## src/rtl/irq_pkg.sv

```systemverilog
// irq_pkg: shared FSM encoding and width helper for the round-robin interrupt controller.
package irq_pkg;
  typedef enum logic [1:0] {IDLE = 2'd0, ARB = 2'd1, SERVE = 2'd2, CLEAR = 2'd3} state_t;
  function automatic int clog2(input int v);
    int r;
    r = 0;
    while ((1 << r) < v) r++;
    return r;
  endfunction
endpackage

```

## src/rtl/rr_picker.sv

```systemverilog
// rr_picker: first set bit of pend at or after ptr, wrapping; rotate, find-first-set, un-rotate.
module rr_picker import irq_pkg::*; #(
  parameter int N_CH = 4,
  localparam int IDW = clog2(N_CH)
) (
  input  logic [N_CH-1:0] pend,
  input  logic [IDW-1:0]  ptr,
  output logic            found,
  output logic [IDW-1:0]  idx
);
  logic [N_CH-1:0] rot;
  logic [IDW-1:0]  off;
  always_comb begin
    rot = '0;
    off = '0;
    for (int i = 0; i < N_CH; i++) rot[i] = pend[IDW'((int'(ptr) + i) % N_CH)];
    for (int i = N_CH - 1; i >= 0; i--) off = rot[i] ? IDW'(i) : off;
    found = |pend;
    idx = IDW'((int'(ptr) + int'(off)) % N_CH);
  end
endmodule

```

## src/rtl/irq_rr_controller.sv

```systemverilog
// irq_rr_controller: masks per-channel irqs, grants one channel at a time round-robin,
// waits for the CPU ack (or times out and masks the channel), then pulses its clear.
module irq_rr_controller import irq_pkg::*; #(
  parameter int N_CH = 4,
  parameter int ACK_TIMEOUT = 1024,
  parameter logic [N_CH-1:0] MASK_RST = '1,
  localparam int IDW = clog2(N_CH)
) (
  input  logic            clk,
  input  logic            rst,
  input  logic [N_CH-1:0] irq_in,
  input  logic            mask_wr,
  input  logic [N_CH-1:0] mask_wdata,
  output logic [N_CH-1:0] mask_q,
  output logic            cpu_irq,
  output logic [IDW-1:0]  cpu_id,
  input  logic            cpu_ack,
  output logic [N_CH-1:0] clr,
  output logic            busy,
  output logic            timeout_err,
  input  logic            err_clr
);
  localparam int CW = clog2(ACK_TIMEOUT + 1);
  localparam logic [CW-1:0] CMAX = CW'(ACK_TIMEOUT - 1);
  state_t          state;
  logic [IDW-1:0]  ptr;
  logic [CW-1:0]   cnt;
  logic [N_CH-1:0] pend;
  logic            found;
  logic [IDW-1:0]  idx;
  assign pend = irq_in & mask_q;
  assign busy = state != IDLE;
  rr_picker #(.N_CH(N_CH)) u_pick (.pend(pend), .ptr(ptr), .found(found), .idx(idx));
  // Later bit-write to mask_q overrides the whole-register load, so a timeout wins for cpu_id only.
  always_ff @(posedge clk or posedge rst) begin
    if (rst) begin
      state       <= IDLE;
      ptr         <= '0;
      cnt         <= '0;
      mask_q      <= MASK_RST;
      cpu_irq     <= 1'b0;
      cpu_id      <= '0;
      clr         <= '0;
      timeout_err <= 1'b0;
    end else begin
      clr <= '0;
      mask_q <= mask_wr ? mask_wdata : mask_q;
      if (err_clr) timeout_err <= 1'b0;
      case (state)
        IDLE: state <= |pend ? ARB : IDLE;
        ARB: begin
          state   <= found ? SERVE : IDLE;
          cpu_id  <= found ? idx : cpu_id;
          cpu_irq <= found;
          cnt     <= '0;
        end
        SERVE: begin
          if (cpu_ack || cnt == CMAX) begin
            state   <= CLEAR;
            cpu_irq <= 1'b0;
            clr     <= {{(N_CH-1){1'b0}}, 1'b1} << cpu_id;
          end else cnt <= cnt + 1'b1;
          if (!cpu_ack && cnt == CMAX) begin
            mask_q[cpu_id] <= 1'b0;
            timeout_err    <= 1'b1;
          end
        end
        CLEAR: begin
          state <= IDLE;
          ptr   <= (cpu_id == IDW'(N_CH - 1)) ? '0 : cpu_id + 1'b1;
        end
        default: state <= IDLE;
      endcase
    end
  end
endmodule
```

## config.mk

```make
export PLATFORM = sky130hd
export DESIGN_NAME = irq_rr_controller
export DESIGN_NICKNAME = d
export VERILOG_FILES = /design/src/rtl/irq_pkg.sv /design/src/rtl/rr_picker.sv /design/src/rtl/irq_rr_controller.sv
export SDC_FILE = /design/constraint.sdc
export NUM_CORES = 1
export LEC_CHECK = 0
export ABC_AREA = 1
export ABC_CLOCK_PERIOD_IN_PS = 2600
export CAP_MARGIN = 40
export CORE_ASPECT_RATIO = 0.9
export CORE_MARGIN = 1.5
export CORE_UTILIZATION = 57
export CTS_CLUSTER_DIAMETER = 80
export DETAILED_ROUTE_END_ITERATION = 12
export GPL_TIMING_DRIVEN = 0
export PLACE_DENSITY = 0.81
export SLEW_MARGIN = 20
export SYNTH_ARGS = -nofsm -noshare
export SYNTH_HDL_FRONTEND = slang
export SYNTH_SLANG_ARGS = --single-unit
```

## constraint.sdc

```tcl
create_clock -name clk -period 2.6 [get_ports clk]
set_input_delay 0.78 -clock clk [delete_from_list [all_inputs] [get_ports clk]]
set_output_delay 0.78 -clock clk [all_outputs]
set_load 0.005 [all_outputs]
```

==> results.txt, run 1 <==
----------------------------------------------------
[Logic synthesis]
  Cell variety after synth ... 28
  Number of cells produced by synthesis ... 206
  Number of synthesized register bits ... 27
  Sequential-to-total area share from yosys stat ... 42.8%
  Total nets after synthesis ... 225
  Cell area after synthesis ... 1590 sq um
  Post-synth ARST share ... 100%
  Flip-flop cell with the highest count after synthesis ... dfrtp_1
  Yosys warns ... 0
  Number of flops mapped to enable cells by yosys ... 0
  Per-instance average area after synthesis ... 7.73 sq um

[Global routing]
  Pin count of the biggest net entering global routing ... 20
  Sum of overflow across all layers after global routing ... 0
  Vias in the first global route ... 1358
  Tot GR Track Use ... 25.4%
  Antenna violations before repair ... 0
  Wire length of the first global-routing pass ... 5.93 mm

[STA]
  Final critical delay including setup and external delays ... 2.22 ns
  Count of endpoints failing hold in the final timing report ... 0
  Clock skew after layout ... 0.0176 ns
  RSZ-0062 raised after global routing ... no
  Final TNS setup ... 0 ns
  Final slew viol count ... 0
  Upper clock frequency limit ... 450 MHz
  Final worst-path cycle share ... 85.5%
  Final-report setup violation count ... 0
  Transition time of the tightest slew-check pin ... 0.453 ns
  Worst slew margin relative to its limit ... 69.8%

[Floorplanning]
  Number of cell rows ... 17
  Die Area ... 3120 sq um
  Effective utilization at floorplan ... 62.4%
  Die height ... 53.1 microns
  I/O pins ... 26
  Chip width ... 58.7 microns
  Area of the core ... 2550 sq um

[Worst setup path]
  Path type of the worst setup path ... reg -> out
  Stage delay of the slowest cell on the critical path ... 0.61 ns
  Total buffers and inverters traversed by the critical path ... 1
  R2r worst-path depth ... 12
  Kind of cell with the highest combined delay on the critical path ... flip-flops
  Required time of the worst setup path ... 1.82 ns
  Reg2Reg Capture Point ... cpu_id[1]
  Worst Path Max Fanout ... 4
  CP endpoint ... mask_q[3]
  Register-to-register setup slack ... 0.68 ns
  Worst reg2reg path startpoint ... ptr[0]
  Cell depth of the worst setup path ... 1
  Crit end category ... output pin
  Beginning of the critical path ... mask_q[3]
  Worst EP arrival ... 1.44 ns
  Critical-path top delay cell ... dfstp_2
  Critical path, cell by cell ... clkdlybuf4s50_1
  Sort of element at the start of the critical path ... register

[CTS]
  TritonCTS buffer count ... 3
  Total setup buffers inserted after CTS ... 0
  Sinks on Clock Net ... 27
  H-Tree Level Count ... 1
  Number of gates resized after cts ... 0
  Largest buffer count on any clock path ... 2
  Number of hold buffers added after cts ... 0
  CTS Root Cell ... clkbuf_4
  Clock-pin slew of the registers on the worst-case setup and hold paths ... 0.15 ns
  Clk Latency, worst-skew pair ... 0.33 ns
  CTS tree ... built

[Drt]
  Met2 wire length ... 1.53 mm
  Met1 routed wirelength after detailed routing ... 1.66 mm
  Uppermost layer routed ... met4
  Vias/cell ... 5.57
  First-pass DRT Iterations ... 4
  Total wirelength of the detailed-routed design ... 3.49 mm
  Via total after detailed routing ... 1470
  Average wire per standard cell ... 13.2 microns
  Sum of met3 wire segment lengths after detailed routing ... 227 microns
  DRC marker count from the first detailed-route iteration ... 73
  DRC Markers ... 0
  Count of antenna-violating nets left after detailed routing ... 0

[Power]
  Sw Ratio ... 43.6%
  Gate power share ... 49.5%
  Switching component of the power ... 670 uW
  IR Drop Worst-Case VDD ... 0.664 mV
  Power Density ... 795 nW/um^2
  Fraction of power consumed by the clock network ... 11.8%
  Leakage ... 0.000933 uW
  Cell internal power dissipation ... 867 uW
  Flop pwr share ... 38.7%

[Placed design]
  HPWL reported at the end of detailed placement ... 2.77 mm
  Gp weighted congestion ... 0.855
  Port-buffer cells ... 25
  Number of cells after detailed placement ... 260

[Cells and area]
  Post-Layout Cell Count ... 264
  Layout cell share with drive strength beyond 1 ... 11.4%
  Layout net count ... 256
  Leading cell types in the layout, fill and taps excluded ... nand2_1, nand3_1, clkdlybuf4s50_1
  Leading cell type in the layout, fill and taps excluded ... nand2_1
  ANT cells ... 0
  Filler cell count ... 199
  Area growth from synthesis to final layout ... 21.5%

[Run]
  MaxCap Viol Count ... 0

[Run status]
  Outcome ... complete, no violations

[Hold path]
  Tightest Hold Check Type ... reg -> reg

----------------------------------------------------
area by class of cell:
type                    instances  area (sq um)  share of cell area, %
inverters                      25          93.8                   4.85
repair buffers                 26           278                   14.4
well taps                      28          35.0                   1.81
clock inverters                 1          7.51                  0.388
multi-input cells             151           797                   41.2
flip-flops and latches         27           681                   35.2
clock buffers                   3          22.5                   1.16
plain buffers                   3          20.0                   1.03
routing by layer:
metal / GRT usage, % / vias up
li1: - / 723
met5: 0 / -
met4: 7.95 / 0
met2: 39.5 / 57
met1: 35.6 / 682
met3: 5.38 / 8
power groups by stage:
stage	Combinational [uW]	Clock, uW	Sequential (uW)
after floorplan	507	0	585
after global placement	712	0	594
after detailed placement	756	0	600
after CTS	761	187	592
after global routing	867	205	607
final	761	182	595
worst min path at each step:
stage	depth (start not counted)	to	slack, ns	start
floorplan	2	cpu_irq	0.49	cpu_irq
global placement	2	cpu_irq	0.49	cpu_irq
detailed placement	2	cpu_irq	0.49	cpu_irq
CTS	2	cpu_irq	0.53	cpu_irq
global route	2	cpu_irq	0.54	cpu_irq
finish	2	cpu_irq	0.53	cpu_irq
sequential cells by signal, summed over array words and instances, names as in the netlist, named ones only:
| signal | flops |
|---|---|
| ptr | 2 |
| cnt | 11 |
| mask_q | 4 |
| clr | 4 |
| timeout_err | 1 |
| cpu_irq | 1 |
| state | 1 |
| cpu_id | 2 |
metrics by stage:
step	util, %	area (sq um)	hold WS (ns)	power, uW	setup slack [ns]
2_1_floorplan	-	1590	0.493	1090	0.739
3_3_place_gp	73.5	1880	0.489	1310	0.162
3_5_place_dp	74.6	1900	0.489	1360	0.0611
4_1_cts	75.8	1930	0.526	1540	0.378
5_1_grt	75.8	1930	0.545	1680	0.203
6_report	75.8	1930	0.534	1540	0.377
cells by family (layout without fill, tap and decap cells):
kind of cell             Yosys count  count (layout)  synth area share (%)
XOR/XNOR                           7               7                  3.85
AND/OR/NAND/NOR                  116             116                  32.9
adder cells (fa/ha/maj)            6               6                  4.72
buffers and inverters             28              58                  7.15
AO/OA/AOI/OAI                     18              18                  5.82
flip-flops                        27              27                  42.8
multiplexers                       4               4                  2.83
synth_stat cells, types with 2 or more instances:
cell type,number,share of area (%)
mux2_2,4,2.8
xnor2_1,2,1.1
nand3_1,27,8.5
inv_1,20,4.7
nand2_1,62,15
o21ai_0,9,2.8
o21ai_1,5,1.6
nand4_1,2,0.79
nor2_1,14,3.3
a21oi_1,2,0.63
dfrtp_1,23,36
ha_1,6,4.7
nor3_1,4,1.3
dfstp_2,4,6.6
inv_2,5,1.2
xor2_1,5,2.8
Power figures use the tool's default switching activity.
==> inputs of run 2 (changes only) <==
SKIP_LAST_GASP = 1   (was default)
==> results of run 2 <==
Same layout as run 1: the final DEF is identical, and so are final timing and power.
